<file path="src/rtl/stall_ctrl.sv">
// Pipeline stall/flush generation and IF/MEM arbitration of the single external
// memory port (request held until ram_ready; MEM wins ties).
module stall_ctrl #(
    parameter int unsigned ADDR_W = 32,
    parameter int unsigned DATA_W = 32
) (
    input  logic              clk,
    input  logic              rst,
    input  logic              if_req,
    input  logic [ADDR_W-1:0] if_addr,
    output logic [DATA_W-1:0] if_rdata,
    output logic              if_valid,
    input  logic              mem_req,
    input  logic              mem_we,
    input  logic [ADDR_W-1:0] mem_addr,
    input  logic [DATA_W-1:0] mem_wdata,
    input  logic [3:0]        mem_be,
    output logic [DATA_W-1:0] mem_rdata,
    output logic              mem_valid,
    input  logic              id_stallreq,
    input  logic              ex_branch_flag,
    output logic              flush,
    output logic [5:0]        stall,
    output logic              ram_req,
    output logic              ram_we,
    output logic [ADDR_W-1:0] ram_addr,
    output logic [DATA_W-1:0] ram_wdata,
    output logic [3:0]        ram_be,
    input  logic              ram_ready,
    input  logic [DATA_W-1:0] ram_rdata
);

    typedef enum logic [1:0] {
        S_IDLE,
        S_IF_BUSY,
        S_MEM_BUSY,
        S_IF_DROP
    } state_t;

    state_t r_state;
    state_t w_state_nxt;

    logic              r_ram_req;
    logic              r_ram_we;
    logic [ADDR_W-1:0] r_ram_addr;
    logic [DATA_W-1:0] r_ram_wdata;
    logic [3:0]        r_ram_be;
    logic [DATA_W-1:0] r_if_rdata;
    logic              r_if_valid;
    logic [DATA_W-1:0] r_mem_rdata;
    logic              r_mem_valid;

    logic       w_mem_pend;
    logic       w_if_pend;
    logic       w_issue_mem;
    logic       w_issue_if;
    logic       w_done;
    logic       w_if_deliver;
    logic       w_mem_deliver;
    logic [5:0] w_stall;

    // A requester whose *_valid is pulsing this cycle is already served.
    assign w_mem_pend = mem_req && !r_mem_valid;
    assign w_if_pend  = if_req  && !r_if_valid;

    always_ff @(posedge clk) begin
        if (rst) begin
            r_state <= S_IDLE;
        end else begin
            r_state <= w_state_nxt;
        end
    end

    always_comb begin
        w_state_nxt   = r_state;
        w_issue_mem   = 1'b0;
        w_issue_if    = 1'b0;
        w_done        = 1'b0;
        w_if_deliver  = 1'b0;
        w_mem_deliver = 1'b0;
        case (r_state)
            S_IDLE: begin
                if (w_mem_pend) begin
                    w_state_nxt = S_MEM_BUSY;
                    w_issue_mem = 1'b1;
                end else if (w_if_pend) begin
                    w_state_nxt = S_IF_BUSY;
                    w_issue_if  = 1'b1;
                end
            end
            S_IF_BUSY: begin
                if (ram_ready) begin
                    w_state_nxt  = S_IDLE;
                    w_done       = 1'b1;
                    w_if_deliver = !ex_branch_flag;
                end else if (ex_branch_flag) begin
                    w_state_nxt = S_IF_DROP;
                end
            end
            S_MEM_BUSY: begin
                if (ram_ready) begin
                    w_state_nxt   = S_IDLE;
                    w_done        = 1'b1;
                    w_mem_deliver = 1'b1;
                end
            end
            S_IF_DROP: begin
                if (ram_ready) begin
                    w_state_nxt = S_IDLE;
                    w_done      = 1'b1;
                end
            end
            default: w_state_nxt = S_IDLE;
        endcase
    end

    always_ff @(posedge clk) begin
        if (rst) begin
            r_ram_req   <= 1'b0;
            r_ram_we    <= 1'b0;
            r_ram_addr  <= '0;
            r_ram_wdata <= '0;
            r_ram_be    <= '0;
            r_if_rdata  <= '0;
            r_if_valid  <= 1'b0;
            r_mem_rdata <= '0;
            r_mem_valid <= 1'b0;
        end else begin
            r_if_valid  <= w_if_deliver;
            r_mem_valid <= w_mem_deliver;
            if (w_issue_mem) begin
                r_ram_req   <= 1'b1;
                r_ram_we    <= mem_we;
                r_ram_addr  <= mem_addr;
                r_ram_wdata <= mem_wdata;
                r_ram_be    <= mem_be;
            end else if (w_issue_if) begin
                r_ram_req  <= 1'b1;
                r_ram_we   <= 1'b0;
                r_ram_addr <= if_addr;
                r_ram_be   <= '1;
            end else if (w_done) begin
                r_ram_req <= 1'b0;
            end
            if (w_if_deliver) begin
                r_if_rdata <= ram_rdata;
            end
            if (w_mem_deliver) begin
                r_mem_rdata <= ram_rdata;
            end
        end
    end

    always_comb begin
        w_stall = 6'b000000;
        if (rst) begin
            w_stall = 6'b000000;
        end else if (w_mem_pend) begin
            w_stall = 6'b011111;
        end else if (id_stallreq) begin
            w_stall = 6'b000111;
        end else if (w_if_pend) begin
            w_stall = 6'b000011;
        end
    end

    assign stall     = w_stall;
    assign flush     = ex_branch_flag;
    assign ram_req   = r_ram_req;
    assign ram_we    = r_ram_we;
    assign ram_addr  = r_ram_addr;
    assign ram_wdata = r_ram_wdata;
    assign ram_be    = r_ram_be;
    assign if_rdata  = r_if_rdata;
    assign if_valid  = r_if_valid;
    assign mem_rdata = r_mem_rdata;
    assign mem_valid = r_mem_valid;

endmodule

</file>
<file path="config.mk">
export PLATFORM = sky130hd
export DESIGN_NAME = stall_ctrl
export DESIGN_NICKNAME = d
export VERILOG_FILES = /design/src/rtl/stall_ctrl.sv
export SDC_FILE = /design/constraint.sdc
export NUM_CORES = 1
export LEC_CHECK = 0
export BUFFER_PORTS_ARGS = -buffer_cell sky130_fd_sc_hd__buf_2
export CAP_MARGIN = 5
export CELL_PAD_IN_SITES_DETAIL_PLACEMENT = 1
export CELL_PAD_IN_SITES_GLOBAL_PLACEMENT = 2
export CORE_MARGIN = 5
export CORE_UTILIZATION = 25
export DETAILED_ROUTE_END_ITERATION = 8
export PLACE_DENSITY_LB_ADDON = 0.1
export SYNTH_ARGS = -nofsm -noshare
export SYNTH_HDL_FRONTEND = slang
export SYNTH_SLANG_ARGS = --single-unit
</file>
<file path="constraint.sdc">
create_clock -name clk -period 1.8 [get_ports clk]
set_input_delay 0.36 -clock clk [delete_from_list [all_inputs] [get_ports clk]]
set_output_delay 0.36 -clock clk [all_outputs]
set_load 0.05 [all_outputs]
</file>
; ---- After elaboration in Yosys (flattened, before gate mapping)
; Index checks and enable logic that the tools add are counted.
[classes]
n_reduce_logical = 11
muxes = 29
eq_ne = 6
[ops]
columns = operator, n
row1 = $mux W32, 2
row2 = $mux W1, 15
row3 = $mux W2, 6
row4 = $mux W5, 2
row5 = $mux W4, 2
row6 = $ne A3 B3 Y1 const B, 2
row7 = $pmux W2 S3, 1
row8 = $eq A2 B2 Y1 const B, 2
row9 = $logic_not A1 Y1, 3
row10 = $mux W3, 1
row11 = $reduce_and A3 Y1, 1
row12 = $reduce_bool A3 Y1, 1
row13 = $reduce_or A3 Y1, 1
row14 = $eq A2 B1 Y1 const B, 1
row15 = $logic_and A1 B1 Y1, 2
row16 = $logic_not A2 Y1, 1
row17 = $ne A2 B1 Y1 const B, 1
row18 = $reduce_bool A2 Y1, 1
row19 = $reduce_or A2 Y1, 1
[word_totals]
word_cells = 56
inputBits = 140
ff_bits = 138

; ---- Logic depth before layout (Yosys ltp)
; Gate-level depths: netlist (run 1).
[logic_depth]
depth_word = 7
ltp_mapped = 6
depth_no_buf = 3

; ---- Least setup slack after synthesis (run 1)
; OpenSTA, ideal clock, no wires.
[synth_timing]
path_kind = reg-to-output
startpoint = register r_mem_valid, in the netlist mem_valid
endpoint = output port stall[1]
setup_slack_ns = -0.931
t_arrival_ns = 2.371
n_path_buf = 3
stages_incl_launch_ff = 7
cell_sequence = dfxtp_1 nor2b_1 buf_2 buf_1 nor3_1 nor2_1 buf_4
[synth_via]
elab_chain_len = 4
[synth_lines]
columns = item, line
row1 = start: declaration, 51  ; logic r_mem_valid;
row2 = start signal: assignment, 130  ; r_mem_valid <= w_mem_deliver;
row3 = $logic_not A1 Y1, 63  ; assign w_mem_pend = mem_req && !r_mem_valid;
row4 = $logic_and A1 B1 Y1, 63
row5 = $mux W5, 158  ; end else if (w_mem_pend) begin
row6 = $mux W5, 156  ; if (rst) begin
row7 = end: declaration, 23  ; output logic [5:0] stall,
; Every way passes these cells.

; ---- Final worst setup path (run 1)
[layout_timing]
startpoint = register r_mem_valid, in the netlist mem_valid
endpoint = output port stall[4]
; Same word-level chain as after synthesis.

==> results by stage, run 1 <==
Run status:
- The flow ran to the end, and the final reports show no timing, DRC or antenna violations.

Worst setup path:
- In this design, the largest share of critical-path delay is due to flip-flops.
- The worst register-to-register path has a setup slack of 0.16 ns.
- For the worst flop-to-flop path, the logic depth is 4.
- The type of the worst setup path is reg -> out.
- The slowest stage of the critical path is the dfxtp_4 cell.
- The worst setup path is captured at an output pin.
- Of all nets on the critical path, the largest fanout is 5.
- The critical register-to-register path startpoint is r_state[1]$_SDFFE_PP0P_.
- On the worst path, the slowest cell contributes a delay of 0.37 ns.
- The critical path goes through nand2b_1 -> nor2_4 -> clkbuf_4.
- The number of buffers and inverters on the critical path is 1.
- The endpoint of the most critical register-to-register path is ram_addr[0]$_SDFFE_PP0P_.
- The worst setup path is launched from a flop.
- The arrival time of the worst setup path is 1.36 ns.
- The critical path runs through a total of 3 cells.
- Data on the critical path is required at its endpoint by 1.44 ns.

Timing:
- The relative slew slack is 58.4%.
- The top achievable clock speed is 580 MHz.
- The final-report hold violation count was 0.
- The number of max-slew violations in the final report is 0.
- The final critical-path share of the clock period is 95.8%.
- The minimum period implied by the final worst setup slack is between 1.5 and 2 ns.
- Setup repair after global routing left no endpoint under its margin.
- For the final database, setup skew stands at approximately 0.011 ns.
- Setup violations remaining at the end of the flow were counted as 0.
- The transition at the pin with the smallest max-transition slack is between 0.6 and 0.7 ns.
- In the final timing run, aggregate negative setup slack is 0 ns.
- The hold slack is approximately 0.17 ns.

Worst hold path:
- The worst hold path endpoint is ram_addr[7]$_SDFFE_PP0P_.
- The depth of the worst hold-timing path is 2.
- In this run the most critical hold path is launched from mem_addr[7].
- The worst hold path belongs to the class in -> reg.

CTS:
- The root buffer cell chosen for the clock tree is clkbuf_16.
- The total number of H-tree levels is 4.
- The later pin in the worst-skew pair is clocked with a latency of around 0.41 ns.
- Counting every sink on the clock net gives 138.
- The buffer depth of the longest clock path is 2.
- After clock tree synthesis, the flow added hold-fix buffers numbering 0.
- After clock tree synthesis, the clock-pin slew on the worst setup and hold paths is 0.06 ns.
- TritonCTS built the clock tree.
- Clock tree synthesis inserted a total of 17 buffers.

Detailed routing:
- The via total after detailed routing is roughly 5500.
- The routed via count divided by cell count is around 4.6.
- The first TritonRoute pass finished after 4 iterations.
- For this run, design rule violations remaining after detail routing come to 0.
- The routed length per placed instance is 17.8 µm.
- The final antenna-violating net count is 0.
- In this run, the number of DRC markers left after iteration 0 of detailed routing was about 180.
- The routed wire length is 21100 µm.

Cells and area:
- The count of nets after finishing is 1030.
- The library cells used most frequently in the layout, excluding fill and tap cells, are 276 x buf_2, 192 x nand2_1, 137 x dfxtp_1.
- The multi-input combinational cells in the finished layout cover a total of 0.00251 mm².
- The library cell used most frequently in the layout, excluding fill and tap cells, is buf_2.
- Of the cells placed in the final design, the portion with a size suffix greater than 1 is between 40 and 50%.
- Registers take between 0.002 and 0.003 mm².
- The layout has 2618 filler cells.
- The layout overhead on the synthesized area is 43.6%.

Synthesis:
- The mean instance size in the synthesized netlist is 8.77 µm².
- In this run the biggest area consumer among cell types represents 50.1% of the synthesized area.
- The number of warnings issued by yosys is 0.
- The netlist area before placement is 0.00552 mm².
- The post-synth net total is 769.
- Yosys mapped the design onto 29 distinct sky130hd cell types.
- The synthesized design contains 138 register bits.
- After synthesis, flip-flops and latches occupy 50.1% of the total area.
- Summed over all instances, the cell type with the most area after synthesis is dfxtp_1.
- The cell count after synthesis came out at 629.
- Yosys attributes the largest share of cell area to dfxtp_1 50%, nand2_1 13%, a21oi_1 8.9%.

GRT:
- The via count of the first global-routing pass is 5872.
- The global-route wire length before repair is 32000 µm.
- For this run, the total global-route usage over all layers was measured as 16.2%.
- The overall overflow remaining after global route is 0.
- The pin count of the biggest net entering global routing is 55.
- The initial antenna violation count is 3.

Die:
- The floorplan row count is 54.
- The starting density of the core is 25.4%.
- The die covers 0.0251 mm².
- In this run the horizontal extent of the chip is 159 µm.
- 283 I/O pins were placed.
- The core region area is 0.0218 mm².
- The die is roughly 160 µm tall.

Placement:
- Detailed placement finished with a half-perimeter wire length of 15300 µm.
- The weighted congestion at the end of routability-driven global placement is 0.714.
- The total of buffers placed on input and output ports is 281.

Power and ir drop:
- The analysis attributes to cell leakage a power of 3.51 nW.
- Across the VDD grid, the largest voltage drop is just under 0.6 mV.
- In this run the power density over the cells is 1100 mW/mm².
- Total power for the finished layout comes to 8.69 mW.

Job:
- The max-cap violation count is 0.
-- registers in the layout, summed over array words and instances (netlist names) --
| register | cells |
|---|---|
| if_rdata | 32 |
| r_state | 2 |
| ram_wdata | 32 |
| ram_we | 1 |
| ram_addr | 32 |
| mem_rdata | 32 |
| ram_req | 1 |
| ram_be | 4 |
| mem_valid | 1 |
| if_valid | 1 |
-- worst register-to-register path, cell delays in order, from the launching register on --
cell and delay, ns:
dfxtp_1 0.38, or4b_4 0.58, buf_12 0.21, nor4b_1 0.28
a221o_1 0.15
-- worst max path at each step --
stage / slack [ns] / start / end
floorplan: 0.02 / mem_valid$_SDFF_PP0_ / stall[1]
global placement: 0.19 / mem_req / ram_be[2]$_SDFFE_PP0P_
detailed placement: 0.15 / mem_req / ram_be[2]$_SDFFE_PP0P_
CTS: 0.0009 / mem_valid$_SDFF_PP0_ / stall[4]
global route: 0.007 / if_valid$_SDFF_PP0_ / stall[1]
finish: 0.08 / mem_valid$_SDFF_PP0_ / stall[4]
-- area by class of cell --
type	count	area share, %
clock inverters	13	2.12
well taps	280	4.42
repair buffers	305	21.0
multi-input cells	422	31.6
inverters	6	0.284
clock buffers	18	5.42
flip-flops and latches	138	34.9
diodes	5	0.158
-- synth_stat cells --
cell / number
a21oi_1: 98
o21ai_0: 3
a32oi_1: 1
nor4b_1: 2
or4b_2: 1
buf_2: 10
buf_1: 5
a31o_2: 1
buf_4: 4
buf_6: 5
and3b_1: 1
nor4bb_1: 1
nand2_1: 192
nor3_1: 1
nand4bb_1: 1
a221o_1: 32
dfxtp_1: 138
a211oi_1: 4
conb_1: 1
or4b_4: 1
nor4b_2: 31
clkbuf_1: 39
nand3b_1: 1
nor2b_1: 34
nor2_1: 12
nand2b_1: 1
and3_1: 2
inv_1: 6
and2_1: 1
-- kinds of logic (layout without fill, tap and decap cells) --
| logic type | count (synthesis) | count (layout) | synth area share [%] |
|---|---|---|---|
| and+or+nand+nor | 282 | 282 | 28.1 |
| AOI/OAI and AO/OA | 139 | 139 | 15.8 |
| DFF | 138 | 138 | 50.1 |
| buffers and inverters | 69 | 342 | 5.87 |
| other | 1 | 6 | 0.0680 |
-- where the power goes --
group / internal (mW) / leakage [nW] / switching, mW
Clock: 2.19 / 0.287 / 1.42
Sequential: 3.24 / 1.13 / 0.0916
Combinational: 0.511 / 2.09 / 1.24
-- through the flow --
step	setup WS, ns	instance area, µm²	instances	util [%]
4_1_cts	0.000890	7900	1182	36.3
6_report	0.0763	7920	1187	36.4
5_1_grt	0.00711	7920	1185	36.4
2_1_floorplan	0.0197	5560	629	-
3_3_place_gp	0.189	7270	1149	33.4
3_5_place_dp	0.150	7270	1149	33.4
-- timing repair --
action                                  CTS  global route
resized for setup                         3             3
pin swaps                                 0             0
setup buffers                             2             0
endpoints found under the setup margin    2             3
-- layer usage --
metal | share of wire, % | track usage, %
met1 | 42 | 19.2
met2 | 48 | 26.9
met3 | 8.6 | 5.49
met4 | 2.2 | 6.70
met5 | 0 | 0
No activity file was read; power rests on OpenSTA's default activity.
==> inputs of run 2 (changes only) <==
PLACE_DENSITY = 0.88   (was default)
PLACE_DENSITY_LB_ADDON = default   (was 0.1)
==> results by stage, run 2 (synthesis gave the netlist of run 1 again) <==
Run status:
- The flow ran to the end, and the final reports show no timing, DRC or antenna violations.

Die:
- The die outline height is 159 µm (unchanged).
- The floorplan row count is 54 (unchanged).
- The core region area is 0.0218 mm² (unchanged).
- The area of the die is 0.0251 mm² (unchanged).
- The I/O pin total is 283 (unchanged).
- The horizontal die dimension is 159 µm (unchanged).
- The starting density of the core is 25.4% (unchanged).

CTS:
- The number of buffers inserted by hold repair at cts is 0 (unchanged).
- The buffer depth of the longest clock path is 2 (unchanged).
- The clock buffer count from CTS is 17 (unchanged).
- The total number of H-tree levels is 4 (unchanged).
- The clock tree from TritonCTS is done.
- The clock transition at the register clock pins on the worst setup and hold paths after CTS was 0.06 ns (about the same).
- The total number of clock tree sinks is 138 (unchanged).
- In this run the clock root is driven by a clkbuf_16.
- The insertion delay to the later sink of the worst-skew pair is 0.42 ns (about the same).

Power and ir drop:
- The proportion of total power due to net switching is 31.0% (-0.66 points).
- The relative contribution of the clock network to total power is 42.2% (+0.6 points).
- The combinational cell fraction of total power came to 20.1% (about the same).
- The switching power is 2.73 mW (-0.66%).
- The ratio of total power to cell area is 1100 mW/mm² (about the same).
- The internal cell power was 6.08 mW (+2.4%).
- The highest ir drop seen on vdd came to 0.561 mV (-4.4%).
- The sequential share of power is 37.7% (-0.6 points).
- The static leakage is 3.57 nW (+1.9%).

Timing:
- The setup slack of the critical path after layout was 0.0742 ns (-0.00206 ns).
- The final-report hold violation count was 0 (unchanged).
- The hold slack is 0.166 ns (-0.00421 ns).
- The number of max-slew violations in the final report was 0 (unchanged).
- The final critical-path share of the clock period was 95.9% (+0.11 points).
- Setup repair after global routing could not meet its margin everywhere.
- The top achievable clock speed came to 579 MHz (-0.12%).
- The minimum period implied by the final worst setup slack is 1.73 ns (+0.00206 ns).
- The final setup violation count was 0 (unchanged).
- The post-route clock skew is 0.0115 ns (+0.000993 ns).

Job:
- The max-cap violation count was 0 (unchanged).

Cells and area:
- Leaving out fill and tap cells, the most frequent cell in the layout is buf_2.
- The number of non-filler instances in the completed layout is 1191 (+0.34%).
- The share of cells above drive strength 1 is 42.7% (+0.73 points).
- The layout filler cell count was 2611 (-0.27%).
- The layout overhead on the synthesized area is 45.7%.
- The share of the core filled with cells is 36.9% (+0.53 points).
- In the layout the commonest cells are 277 x buf_2, 192 x nand2_1, 137 x dfxtp_1.
- The count of nets after finishing is 1037 (+0.68%).

GRT:
- The overall overflow remaining after global route was 0 (unchanged).
- The global-route wire length before repair is 30800 µm (-3.8%).
- The global router's overall resource usage is 15.7% (-0.50 points).
- The pin count of the biggest net entering global routing is 60 (+9.1%).
- The initial antenna violation count was 4 (+1).
- The via count of the first global-routing pass is 5594 (-4.7%).

Worst setup path:
- The worst setup path is captured at an output pin.
- The slowest cell on the critical path is dfxtp_4.
- The critical-path maximum fanout was 3 (-2).
- The maximum cell stage delay along the critical path came to 0.35 ns (-0.02 ns).
- The data required time at the worst endpoint is 1.44 ns (about the same).
- Walking the worst path, the cells encountered are nor2b_4 -> buf_6 -> nor2_2 -> nor2_2 -> buf_6.
- The worst setup path is launched from a flop.
- The setup path with the least slack is of type reg -> out.
- The arrival time of the worst setup path is 1.37 ns (about the same).

Detailed routing:
- The routed length per placed instance is 17.1 µm (-4.0%).
- The final routed DRC violation total is 0 (unchanged).
- The via total after detailed routing came to 5487 (+0.073%).
- The first-pass detailed-route iteration total is 4 (unchanged).
- The routed wire length was 20300 µm (-3.7%).
- The routed via count divided by cell count is 4.61 (-0.26%).
- The final antenna-violating net count was 0 (unchanged).
- The detailed router's first-iteration violation count came to 262 (+42%).

Placement:
- The weighted congestion at the end of routability-driven global placement was 0.773 (+8.3%).
- The detailed-placement wirelength estimate is 14700 µm (-4.0%).
- The placed instance count is 1152 (+0.26%).
- The total of buffers placed on input and output ports is 281 (unchanged).
- The worst slack at placement is 0.0778 ns (-0.0727 ns).

Worst hold path:
- The class of the tightest hold or removal check is in -> reg.
[run 2: per-layer routing]
metal	global-route usage (%)	vias to the layer above	share of wire, %
met1	18.1	2596	41
met2	26.5	185	48
li1	-	2667	-
met3	6.36	33	9.0
met4	5.32	6	2.1
met5	0	-	0.23
[run 2: path summary, 6_finish.rpt]
check	start	endpoint	slack, ns	cells after the start
max	mem_valid$_SDFF_PP0_	stall[2]	0.07	5
min	mem_addr[10]	ram_addr[10]$_SDFFE_PP0P_	0.17	2
max reg2reg	mem_valid$_SDFF_PP0_	r_state[1]$_SDFFE_PP0P_	0.08	5
min reg2reg	ram_be[1]$_SDFFE_PP0P_	ram_be[1]$_SDFFE_PP0P_	0.45	2
[run 2: what timing repair did]
item | in CTS | in global routing
buffers inserted | 1 | 5
pin swaps | 0 | 1
gates resized for setup | 4 | 6
endpoints found under the setup margin | 3 | 4
[run 2: worst max-delay path: cells and delay by family (launching register included)]
family | cells | cell delay [ns]
flip-flops | 1 | 0.35
AND/OR/NAND/NOR | 3 | 0.30
buffers and inverters | 2 | 0.29
[run 2: final cells by class]
cell class	instances	area, µm²	area share, %
well taps	280	350	4.36
multi-input cells	422	2500	31.2
repair buffers	312	1760	21.9
inverters	6	22.5	0.280
clock inverters	12	163	2.02
diodes	1	2.50	0.0311
clock buffers	20	467	5.81
flip-flops and latches	138	2770	34.4
[run 2: per-stage QoR]
stage / power, mW / setup TNS (ns) / instance area [µm²]
detailed placement: 5.16 / 0 / 7330
floorplan: 4.58 / 0 / 5560
global route: 9.24 / -0.00682 / 8040
global placement: 5.14 / 0 / 7330
finish: 8.81 / 0 / 8040
CTS: 8.96 / -0.129 / 7990
[run 2: power groups by stage]
stage	Combinational, mW	Clock, mW	Sequential (mW)
after CTS	1.78	3.85	3.32
final	1.77	3.72	3.32
after floorplan	0.583	0	4.00
after global placement	1.75	0	3.39
after detailed placement	1.77	0	3.39
after global routing	1.88	4.01	3.34
==> inputs of run 3 (changes only) <==
CORE_UTILIZATION = 27   (was 25)
PLACE_DENSITY = 0.94   (was 0.88)
clock period = 2.1 ns   (was 1.8 ns; I/O delays follow)
==> results by stage, run 3 (synthesis gave the netlist of run 1 again) <==
Worst hold path:
- The class of the tightest hold or removal check is in -> reg.
- The worst hold path begins at mem_addr[31].
- The worst hold path terminates at ram_addr[31]$_SDFFE_PP0P_.
- The depth of the worst hold-timing path is 2 (unchanged).

Cells and area:
- The layout overhead on the synthesized area is 42.5%.
- The final non-filler cell area was 0.00786 mm² (-2.2%).
- The layout filler cell count came to 2451 (-6.1%).
- In the layout the commonest cells are 280 x buf_2, 192 x nand2_1, 137 x dfxtp_1.
- The count of nets after finishing was 1025 (-1.2%).
- The number of non-filler instances in the completed layout is 1168 (-1.9%).
- The number of antenna diodes is 0 (-1).
- The library cell used most frequently in the layout, excluding fill and tap cells, is buf_2.
- The share of cells above drive strength 1 is 41.3% (-1.4 points).

GRT:
- The pin count of the biggest net entering global routing is 58 (-3.3%).
- The met3 routing resource usage after global routing is 5.99% (-0.37 points).
- The initial antenna violation count is 1 (-3).
- The met1 usage in global routing is 19.5% (+1.4 points).
- The via count of the first global-routing pass is 5625 (+0.55%).
- The global router's overall resource usage is 16.6% (+0.85 points).
- The layer carrying the most global-route usage is met2.
- The global-route wire length before repair is 31300 µm (+1.7%).
- The met2 routing resource usage after global routing is 28.5% (+2.0 points).
- The overall overflow remaining after global route is 0 (unchanged).

CTS:
- The number of setup buffers added after CTS is 0 (-1).
- The clock transition at the register clock pins on the worst setup and hold paths after CTS is 0.06 ns (about the same).
- The buffer depth of the longest clock path is 2 (unchanged).
- The total number of clock tree sinks is 138 (unchanged).
- The number of buffers inserted by hold repair at cts is 0 (unchanged).
- The clock tree from TritonCTS is done.
- The clock buffer count from CTS is 17 (unchanged).
- The clock tree root driver cell is clkbuf_16.
- The total number of H-tree levels is 4 (unchanged).
- The insertion delay to the later sink of the worst-skew pair is 0.41 ns (about the same).
- The number of cells upsized or downsized after cts is 0 (-4).

Detailed routing:
- The final antenna-violating net count is 0 (unchanged).
- The detailed router's first-iteration violation count is 156 (-40%).
- The routed length per placed instance is 17.0 µm (-0.25%).
- The routed via count divided by cell count is 4.64 (+0.61%).
- The routed wire length is 19900 µm (-2.2%).
- The via total after detailed routing is 5414 (-1.3%).
- The first-pass detailed-route iteration total is 6 (+2).
- The final routed DRC violation total is 0 (unchanged).

Worst setup path:
- The endpoint identified for the worst register-to-register timing path is ram_addr[10]$_SDFFE_PP0P_.
- The maximum cell stage delay along the critical path was 0.36 ns (about the same).
- The cell family contributing the most delay on the critical path is simple AND/OR/NAND/NOR gates.
- The startpoint class of the critical path is a flop.
- The register-to-register setup slack is 0.26 ns (+0.18 ns).
- The slowest cell on the critical path is dfxtp_1.
- The startpoint identified for the worst register-to-register timing path is r_state[0]$_SDFFE_PP0P_.
- The count of buffer and inverter cells on the critical path is 1 (-1).
- The critical path goes through nor2b_1 -> nor3_1 -> nor2_4 -> buf_2.
- The type of the worst setup path is reg -> out.
- The worst setup path is captured at an output pin.
- The data required time at the worst endpoint is 1.68 ns (+0.24 ns).
- The logic depth of the worst register-to-register path is 4 (-1).
- The critical-path maximum fanout was 3 (unchanged).
- The arrival time of the worst setup path was 1.53 ns (+0.16 ns).

Power and ir drop:
- The total power is 7.59 mW (-14%).
- The ratio of total power to cell area is 966 mW/mm² (-12%).
- The static leakage is 3.50 nW (-2.0%).
- The highest ir drop seen on vdd is 0.511 mV (-8.9%).

Placement:
- The placed instance count was 1136 (-1.4%).
- The detailed-placement wirelength estimate came to 14200 µm (-3.1%).
- The post-detailed-placement cell area came to 0.00722 mm² (-1.6%).
- The weighted congestion at the end of routability-driven global placement was 0.781 (+1.0%).
- The total of buffers placed on input and output ports is 281 (unchanged).

Die:
- The floorplan row count was 52 (-3.7%).
- The area of the die came to 0.0234 mm² (-6.9%).
- The horizontal die dimension is 153 µm (-3.5%).
- The starting density of the core is 27.4% (+2.0 points).
- The core region area came to 0.0202 mm² (-7.3%).
- The I/O pin total was 283 (unchanged).
- The die outline height is 153 µm (-3.5%).

Timing:
- The total negative slack came to 0 ns (unchanged).
- Based on the critical path, the design can be clocked at up to 514 MHz.
- The number of max-slew violations in the final report is 0 (unchanged).
- The final critical-path share of the clock period is 92.7%.
- The final setup violation count is 0 (unchanged).
- The final-report hold violation count is 0 (unchanged).
- The routed design could run at a clock period as short as 1.95 ns.
- The post-route clock skew came to 0.00969 ns (-0.00180 ns).
- Setup repair after global routing left no endpoint under its margin.

Job:
- The max-cap violation count came to 0 (unchanged).

Run status:
- The run finished with clean final reports.
-- run 3: layer usage --
| metal | vias to the layer above | part of all wire, % |
|---|---|---|
| li1 | 2640 | - |
| met1 | 2567 | 41 |
| met2 | 184 | 49 |
| met3 | 21 | 7.9 |
| met4 | 2 | 1.6 |
| met5 | - | 0.070 |
-- run 3: worst max-delay path by stage --
stage                     slack [ns]  depth (start not counted)                         to                     from
after floorplan                 0.07                          6                   stall[1]     mem_valid$_SDFF_PP0_
after global placement          0.30                          6  ram_addr[28]$_SDFFE_PP0P_                   if_req
after detailed placement        0.27                          4  ram_addr[10]$_SDFFE_PP0P_  r_state[0]$_SDFFE_PP0P_
after CTS                       0.06                          4                   stall[0]      if_valid$_SDFF_PP0_
after global routing            0.03                          4                   stall[0]      if_valid$_SDFF_PP0_
final                           0.15                          4                   stall[0]      if_valid$_SDFF_PP0_
-- run 3: per-stage QoR --
step	setup slack (ns)	utilization (%)	hold slack [ns]
2_1_floorplan	0.0679	-	0.556
3_3_place_gp	0.302	35.8	0.439
3_5_place_dp	0.274	35.8	0.443
4_1_cts	0.0632	39.0	0.212
5_1_grt	0.0313	39.0	0.212
6_report	0.154	39.0	0.231
-- run 3: area by class of cell --
cell class,instances,area (µm²),share of cell area [%]
clock buffer,21,460,5.86
clock inverter,11,180,2.29
inverter,6,22.5,0.287
multi-input combinational,422,2490,31.7
sequential,138,2760,35.2
tap,270,338,4.30
timing repair buffer,300,1610,20.4
-- run 3: report_power, final --
| group | switching (mW) | internal [mW] |
|---|---|---|
| clock | 1.19 | 2.08 |
| sequential | 0.0792 | 2.78 |
| combinational | 1.04 | 0.421 |
| total | 2.32 | 5.27 |
-- run 3: worst register-to-register path, delay by kind of cell, from the launching register on --
kind                   cells  cell delay (ns)
AOI/OAI and AO/OA          1             0.14
DFF                        1             0.45
and+or+nand+nor            2             0.96
buffers and inverters      1             0.24
